File: config.mk
export PLATFORM = sky130hd
export DESIGN_NAME = seg7_scan_driver
export DESIGN_NICKNAME = d
export VERILOG_FILES = /design/src/rtl/seg7_pkg.sv /design/src/rtl/seg7_hex_glyph.sv /design/src/rtl/seg7_scan_driver.sv
export SDC_FILE = /design/constraint.sdc
export NUM_CORES = 1
export LEC_CHECK = 0
export CAP_MARGIN = 5
export CORE_ASPECT_RATIO = 1.2
export CORE_UTILIZATION = 50
export DETAILED_ROUTE_END_ITERATION = 10
export DONT_BUFFER_PORTS = 1
export PLACE_DENSITY_LB_ADDON = 0.15
export SKIP_CTS_REPAIR_TIMING = 1
export SLEW_MARGIN = 20
export SYNTH_ARGS = -nofsm -noshare
export SYNTH_HDL_FRONTEND = slang
export SYNTH_SLANG_ARGS = --single-unit
File: constraint.sdc
create_clock -name clk -period 3.1 [get_ports clk]
set_clock_uncertainty 0.1 [all_clocks]
set_input_delay 0.465 -clock clk [delete_from_list [all_inputs] [get_ports clk]]
set_output_delay 0.465 -clock clk [all_outputs]
set_load 0.05 [all_outputs]
File: src/rtl/seg7_pkg.sv
// Shared constants for the 7-segment scan driver: active-low [a..g] glyphs,
// segment bit positions and the all-off pattern.
package seg7_pkg;

    localparam int SEG_A  = 7;
    localparam int SEG_B  = 6;
    localparam int SEG_C  = 5;
    localparam int SEG_D  = 4;
    localparam int SEG_E  = 3;
    localparam int SEG_F  = 2;
    localparam int SEG_G  = 1;
    localparam int SEG_DP = 0;

    localparam logic [7:0] SEG_OFF   = 8'hFF;
    localparam logic [6:0] GLYPH_OFF = 7'h7F;

    // Bit 6 = a ... bit 0 = g, 0 = segment lit
    localparam logic [6:0] GLYPH_0 = 7'h01;
    localparam logic [6:0] GLYPH_1 = 7'h4F;
    localparam logic [6:0] GLYPH_2 = 7'h12;
    localparam logic [6:0] GLYPH_3 = 7'h06;
    localparam logic [6:0] GLYPH_4 = 7'h4C;
    localparam logic [6:0] GLYPH_5 = 7'h24;
    localparam logic [6:0] GLYPH_6 = 7'h20;
    localparam logic [6:0] GLYPH_7 = 7'h0F;
    localparam logic [6:0] GLYPH_8 = 7'h00;
    localparam logic [6:0] GLYPH_9 = 7'h04;
    localparam logic [6:0] GLYPH_A = 7'h08;
    localparam logic [6:0] GLYPH_B = 7'h60;
    localparam logic [6:0] GLYPH_C = 7'h31;
    localparam logic [6:0] GLYPH_D = 7'h42;
    localparam logic [6:0] GLYPH_E = 7'h30;
    localparam logic [6:0] GLYPH_F = 7'h38;

endpackage

File: src/rtl/seg7_hex_glyph.sv
// Combinational hex nibble to active-low [a..g] segment pattern.
module seg7_hex_glyph
    import seg7_pkg::*;
(
    input  logic [3:0] hex_i,
    output logic [6:0] glyph_o
);

    always_comb begin
        glyph_o = GLYPH_OFF;
        unique case (hex_i)
            4'h0: glyph_o = GLYPH_0;
            4'h1: glyph_o = GLYPH_1;
            4'h2: glyph_o = GLYPH_2;
            4'h3: glyph_o = GLYPH_3;
            4'h4: glyph_o = GLYPH_4;
            4'h5: glyph_o = GLYPH_5;
            4'h6: glyph_o = GLYPH_6;
            4'h7: glyph_o = GLYPH_7;
            4'h8: glyph_o = GLYPH_8;
            4'h9: glyph_o = GLYPH_9;
            4'hA: glyph_o = GLYPH_A;
            4'hB: glyph_o = GLYPH_B;
            4'hC: glyph_o = GLYPH_C;
            4'hD: glyph_o = GLYPH_D;
            4'hE: glyph_o = GLYPH_E;
            4'hF: glyph_o = GLYPH_F;
        endcase
    end

endmodule

File: src/rtl/seg7_scan_driver.sv
// Multiplexed common-anode 7-segment scanner with double-buffered frame data.
// Define SEG7_LZ_BLANK_EN to enable leading-zero suppression.
module seg7_scan_driver
    import seg7_pkg::*;
#(
    parameter int NUM_DIGITS   = 8,
    parameter int SLOT_CYCLES  = 1000,
    parameter int BLANK_CYCLES = 4
) (
    input  logic                    clk,
    input  logic                    rst,
    input  logic                    en,
    input  logic                    load,
    input  logic [4*NUM_DIGITS-1:0] digits,
    input  logic [NUM_DIGITS-1:0]   dots,
    output logic [7:0]              seg,
    output logic [NUM_DIGITS-1:0]   an,
    output logic                    frame_tick
);

    localparam int SW = (SLOT_CYCLES > 1) ? $clog2(SLOT_CYCLES) : 1;
    localparam int IW = $clog2(NUM_DIGITS);
    localparam int FW = 5 * NUM_DIGITS;

    logic [SW-1:0]         slot_q, slot_d;
    logic [IW-1:0]         idx_q, idx_d;
    logic [FW-1:0]         stage_q, stage_d, shadow_q, shadow_d;
    logic                  pend_q, pend_d;
    logic [7:0]            seg_q, seg_d;
    logic [NUM_DIGITS-1:0] an_q, an_d;
    logic                  tick_q, tick_d;

    logic       slot_last, idx_last, boundary;
    logic [3:0] cur_hex;
    logic       cur_dot;
    logic [6:0] glyph;
    logic       suppress;

    assign slot_last = (slot_q == SW'(SLOT_CYCLES - 1));
    assign idx_last  = (idx_q == IW'(NUM_DIGITS - 1));
    assign boundary  = en && slot_last && idx_last;

    always_comb begin
        slot_d = slot_q;
        idx_d  = idx_q;
        if (en) begin
            if (slot_last) begin
                slot_d = '0;
                idx_d  = idx_last ? '0 : idx_q + IW'(1);
            end else begin
                slot_d = slot_q + SW'(1);
            end
        end
    end

    // A load on the boundary cycle still hands the old staging word to the
    // shadow; the new word waits one more frame with pending kept set.
    always_comb begin
        stage_d  = load ? {digits, dots} : stage_q;
        shadow_d = (boundary && pend_q) ? stage_q : shadow_q;
        pend_d   = load ? 1'b1 : (boundary ? 1'b0 : pend_q);
    end

    assign cur_hex = shadow_q[NUM_DIGITS + 4*int'(idx_q) +: 4];
    assign cur_dot = shadow_q[idx_q];

    seg7_hex_glyph u_glyph (
        .hex_i   (cur_hex),
        .glyph_o (glyph)
    );

`ifdef SEG7_LZ_BLANK_EN
    logic [NUM_DIGITS-1:0] lz;

    // lz[i]: digit i and everything above it are zero; digit 0 never blanks
    always_comb begin
        logic all_zero;
        all_zero = 1'b1;
        lz       = '0;
        for (int i = NUM_DIGITS - 1; i > 0; i--) begin
            all_zero = all_zero && (shadow_q[NUM_DIGITS + 4*i +: 4] == 4'h0);
            lz[i]    = all_zero;
        end
    end

    assign suppress = lz[idx_q];
`else
    assign suppress = 1'b0;
`endif

    always_comb begin
        seg_d  = SEG_OFF;
        an_d   = '1;
        tick_d = boundary;
        if (en && int'(slot_q) >= BLANK_CYCLES) begin
            an_d  = ~(NUM_DIGITS'(1) << idx_q);
            seg_d = {suppress ? GLYPH_OFF : glyph, ~cur_dot};
        end
    end

    always_ff @(posedge clk) begin
        if (rst) begin
            slot_q   <= '0;
            idx_q    <= '0;
            stage_q  <= '0;
            shadow_q <= '0;
            pend_q   <= 1'b0;
            seg_q    <= SEG_OFF;
            an_q     <= '1;
            tick_q   <= 1'b0;
        end else begin
            slot_q   <= slot_d;
            idx_q    <= idx_d;
            stage_q  <= stage_d;
            shadow_q <= shadow_d;
            pend_q   <= pend_d;
            seg_q    <= seg_d;
            an_q     <= an_d;
            tick_q   <= tick_d;
        end
    end

    assign seg        = seg_q;
    assign an         = an_q;
    assign frame_tick = tick_q;

endmodule

== Word-level counts from Yosys, hierarchy flattened ==
Memory sizes are Yosys's and may differ from the RTL's. A register that Yosys moved wholly into a read port is not among the register bits.
Cells that the tools add are included.
Word-level totals
  register bits after elaboration: 111
  bits in latches: 0
  bits in writable memories: 0
  ROM bits: 112
  output and inout port bits: 17
  word-level logic and storage cells: 34
  memories kept: 1
Cells by class
  add/sub/neg operators: 3
  multiply operators: 0
  divide/modulo/power cells: 0
  magnitude comparators: 2
  equal/unequal tests: 2
  shifts and indexed selects: 2
  mux-type cells: 6
  bitwise gates (word level): 3
  reduce and logical (&&, ||, !) cells: 7
Memories
  (no name shown): words 16, bits a word 7, read ports 1, clocked after Yosys merged registers in 1, wr ports 0, line seg7_hex_glyph.sv:11  | unique case (hex_i)
Operators by type and width (count)
  indexed part select 40 x 7 -> 4 bit: 1
  adder 10 x 1 -> 10 bit (second input constant): 1
  == test 10 bit (second input constant): 1
  greater-or-equal comparator 10 x 3 -> 1 bit (second input constant): 1
  two-way mux 10 bit: 1
  inverter 8 bit: 1
  left shift 1 x 3 -> 8 bit (first input constant): 1
  less-than comparator 3 x 7 -> 1 bit (second input constant): 1
  adder 4 x 5 -> 6 bit (first input constant): 1
  logical AND 1 bit: 4
  adder 3 x 1 -> 3 bit (second input constant): 1
  binary-select mux 1 bit (select 3 bit): 1
  == test 3 bit (second input constant): 1
  two-way mux 1 bit: 3
  two-way mux 3 bit: 1
  inverter 1 bit: 2
  AND reduction 2 bit: 1
  nonzero test 2 bit: 1
  OR reduction 2 bit: 1

== Depth between registers and ports, before layout ==
Gate-level depths: netlist of the first run.
  word-level depth: 5
  mapped depth: 10

== Modules after synthesis ==
From an unflattened synthesis of the first run, not the netlist that was laid out.
Unflattened totals
  cells, all modules: 489
  area total of the unflattened synthesis: 4884.7 µm²
Modules (own cells, without submodules)
  seg7_scan_driver: times used 1, cells each 456, area an instance 4615.7 µm²
  seg7_hex_glyph: times used 1, cells each 33, area an instance 269.0 µm²

== Least setup slack after synthesis of the first run ==
OpenSTA, ideal clock, no wires.
  path type: register to register
  start: reg idx_q[0]
  end: reg seg_q[7] (netlist: seg[7])
  data arrival time: 2.004 ns
  data required time: 2.865 ns
  slack: 0.861 ns
  stages on the path, launching flop included: 10
  path buffers: 2
  period minus slack after synthesis: 2.239 ns
  cells stage by stage: dfxtp_1 -> buf_6 -> buf_6 -> mux4_2 -> nand2_1 -> and2_1 -> inv_1 -> ha_1 -> a2111oi_0 -> a311oi_1
Between the ends
  cells in the longest elaborated chain, start to end: 2
Ends and longest elaborated chain
  start: declaration: line seg7_scan_driver.sv:26  | logic [IW-1:0] idx_q, idx_d;
  start signal: assignment: line seg7_scan_driver.sv:113  | idx_q <= idx_d;
  adder 4 x 5 -> 6 bit: line seg7_scan_driver.sv:64  | assign cur_hex = shadow_q[NUM_DIGITS + 4*int'(idx_q) +: 4];
  indexed part select 40 x 7 -> 4 bit: line seg7_scan_driver.sv:64
  end: declaration: line seg7_scan_driver.sv:29  | logic [7:0] seg_q, seg_d;
Every way passes these cells.
A chain may end at the register's enable or synchronous reset.

== Worst setup path in the final report of the first run ==
Ends and elaborated chain as after synthesis.

==> flow_metrics.py, run 1 <==
metrics = {
    "outcome": {
        "status": "finished clean",
    },
    "clock_network": {
        "htree_levels": 3,
        "cts_buffers": 9,
        "cts-root-buf": "clkbuf_8",
        "cts.sinks": 111,
        "cts_tree": "yes",
        "clk_path_buf_depth": 2,
        "insertion_delay_ps": 370,
        "clk_pin_slew_ps": 100,
    },
    "synth": {
        "syn_nets": 538,
        "async_flop_share": 0,
        "synth_top_area_cell": "dfxtp_1",
        "synth_seq_cells": 111,
        "synth-edff-count": 0,
        "muxShareOfSynthArea": 0.1638,
        "synth_area_leaders": "dfxtp_1 49%, mux2i_1 11%, nand2_1 8.3%",
        "synth_adder_area_share": 0.03900,
        "netlist_area_mm2": 0.004492,
        "synth_top_family_by_area": "simple AND/OR/NAND/NOR gates",
        "ys.flop_type": "dfxtp_1",
        "yosys.area_share.simple": 0.1694,
        "ys_warn_count": 0,
        "synth_xor_area_frac": 0.01950,
        "post_synth.cell_area_avg_um2": 9.358,
        "synth_seq_area_share": 0.4947,
        "synth_compound_area_frac": 0.07187,
        "synth.distinct_cells": 38,
        "synth_top_area_frac": 0.4947,
        "syn_inst": 480,
    },
    "cells_and_area": {
        "diodes": 0,
        "nets": 521,
        "final_cells": 585,
        "nFillCells": 818,
        "stdcell_area_mm2": 0.004720,
        "drive_gt1_frac": 0.06410,
        "area_delta_synth_final_pct": 5.070,
    },
    "setup_path": {
        "path_class": "flop to flop",
        "critPathLaunchType": "flop",
        "slowest_delay_ps": 640,
        "required_ps": 3230,
        "crit_fanout": 10,
        "endpoint_kind": "flop",
        "crit_slowest_cell": "dfxtp_1",
        "reg2regPathDepth": 7,
        "crit_chain": "mux4_1, nand2_1, and2_1, inv_1, ha_1, a2111oi_0, a311oi_1",
        "crit_arrival_ps": 2810,
    },
    "power_and_ir_drop": {
        "p_int_mw": 1.918,
        "power.total_mw": 2.427,
        "p_comb_frac": 0.024,
        "swShare": 0.2097,
        "irDropWorstVdd_uv": 264.0,
        "power.density_mw_per_mm2": 514.2,
        "p_switching_uw": 508.9,
        "p_seq_frac": 0.611,
        "clkPwrFrac": 0.365,
        "leakage_nw": 1.823,
    },
    "timing": {
        "setup_viol_count_final": 0,
        "setup_tns_ps": 0,
        "clock.fmax_ghz": 0.3729,
        "rsz0062_at_grt": "false",
        "relSlewSlack": 0.5315,
        "hold_violations": 0,
        "fin_crit_ps": 2682,
        "period_share": 0.8651,
        "worstMarginPinSlew_ps": 702.8,
        "slew_violations": 0,
    },
    "floorplan": {
        "die_h_um": 105.8,
        "start_util": 0.5189,
        "core_area_mm2": 0.008657,
        "die_x_um": 88.53,
        "core.rowCount": 37,
        "ios": 61,
        "dieArea_mm2": 0.009369,
    },
    "placement": {
        "gp_congestion": 0.8126,
        "dp_hpwl_mm": 5.676,
        "port_buffers": 0,
        "placed_area_mm2": 0.004513,
        "dpl.cell_count": 569,
    },
    "flow_run": {
        "drv_cap": 0,
    },
    "global_routing": {
        "track_usage": 0.1906,
        "grt_max_degree": 90,
        "first_global_vias": 2912,
        "antenna_found_initial": 0,
        "grt-ovfl-total": 0,
        "grt_pass1_wl_mm": 13.85,
    },
    "min_path": {
        "min_path_type": "primary input to flop",
        "min_delay_path_depth": 1,
    },
    "drt": {
        "drt_iter0_drc": 115,
        "first_pass_iters": 4,
        "wl_per_cell_um": 14.20,
        "vias_per_cell": 5.279,
        "wirelength_mm": 8.309,
        "drcViolationCount": 0,
        "drt.antenna.violating_nets": 0,
        "num_vias": 3088,
    },
}
## synth_stat cells, drive strengths merged, types with 2 or more instances
cell / count
a21oi: 45
a2bb2oi: 2
and2: 2
and3: 2
and4: 2
buf: 14
clkbuf: 17
dfxtp: 111
ha: 14
inv: 10
mux2: 3
mux2i: 49
mux4: 8
nand2: 100
nand2b: 2
nand3: 6
nand4: 2
nor2: 63
nor2b: 2
nor3: 2
nor4: 2
o221ai: 3
or2: 2
xnor2: 5
xor2: 5
## placed cells by master, fill, tap and decap left out, types with 2 or more instances in the layout
cell,n
nand2b_1,2
and4_1,2
or2_2,2
mux4_2,3
ha_1,14
buf_4,3
inv_1,10
xnor2_1,5
nor2_1,62
mux4_1,5
mux2_2,3
xor2_1,5
dfxtp_1,111
a2bb2oi_1,2
nor4_1,2
a21oi_1,45
mux2i_1,48
and3_1,2
nor3_1,2
nand2_1,99
nor2b_1,2
o221ai_1,3
nand3_1,6
nand4_1,2
clkbuf_8,11
## layout make-up
type | count | area [um^2] | area share
Clock buffer | 12 | 155.1 | 0.03287
Clock inverter | 4 | 51.30 | 0.01087
Inverter | 10 | 37.54 | 0.007953
Multi-Input combinational cell | 328 | 2085 | 0.4417
Sequential cell | 111 | 2222 | 0.4708
Tap cell | 117 | 146.4 | 0.03102
Timing Repair Buffer | 3 | 22.52 | 0.004772
## cells by family (layout without fill, tap and decap cells)
family / after synthesis / count (layout)
mux: 60 / 60
buf+inv: 41 / 29
simple gates: 187 / 187
fa+ha+maj: 14 / 14
flops: 111 / 111
xor+xnor: 10 / 10
compound gates: 57 / 57
## worst paths after layout
path / from / endpoint / slack, ps
setup / recovery: idx_q[0]$_SDFFE_PP0P_ / seg[7]$_SDFF_PP1_ / 420
hold / removal: rst / frame_tick$_SDFF_PP0_ / 80
setup reg to reg: idx_q[0]$_SDFFE_PP0P_ / seg[7]$_SDFF_PP1_ / 420
hold reg to reg: stage_q[25]$_SDFFE_PP0P_ / shadow_q[25]$_SDFFE_PP0P_ / 350
## per-layer routing
layer | wire (um) | global-route usage | vias up
met1 | 3995 | 0.2612 | 1440
met2 | 3804 | 0.2797 | 58
li1 | - | - | 1575
met5 | 0 | 0 | -
met3 | 328 | 0.05168 | 15
met4 | 180 | 0.08180 | 0
## state kept, by name, indices dropped and copies added, names as in the netlist
register / count
frame_tick: 1
shadow_q: 40
stage_q: 40
seg: 8
pend_q: 1
idx_q: 3
an: 8
slot_q: 10
## through the flow
step / util / hold WS, ps / worst slack, ps
global placement: 0.5213 / 339.7 / 665.2
CTS: 0.5452 / 49.47 / 473.1
global route: 0.5452 / 40.75 / 185.2
floorplan: - / 331.2 / 860.6
finish: 0.5452 / 77.92 / 418.3
detailed placement: 0.5213 / 339.5 / 498.4
## power groups by stage
| stage | combinational, mW | clock [mW] | sequential (mW) |
|---|---|---|---|
| 2_1_floorplan | 0.0809 | 0 | 1.51 |
| 3_3_place_gp | 0.0570 | 0 | 1.52 |
| 3_5_place_dp | 0.0603 | 0 | 1.52 |
| 4_1_cts | 0.0605 | 0.912 | 1.48 |
| 5_1_grt | 0.0688 | 0.963 | 1.49 |
| 6_report | 0.0590 | 0.885 | 1.48 |
## critical path: cells and delay by family (launching register included)
kind	cells	cell delay (ps)
buffers and inverters	1	120
and+or+nand+nor	2	290
DFF	1	640
muxes	1	620
adders and majority gates	1	240
AOI/OAI and AO/OA	2	550
No activity file was read; power rests on OpenSTA's default activity.
==> run 2, diff against run 1 <==
--- a/config.mk
+++ b/config.mk
@@ -16,3 +16,4 @@
 export SYNTH_ARGS = -nofsm -noshare
 export SYNTH_HDL_FRONTEND = slang
 export SYNTH_SLANG_ARGS = --single-unit
+export TNS_END_PERCENT = 30
==> results of run 2 <==
The final DEF is identical to that of run 1; final timing and power are the same.
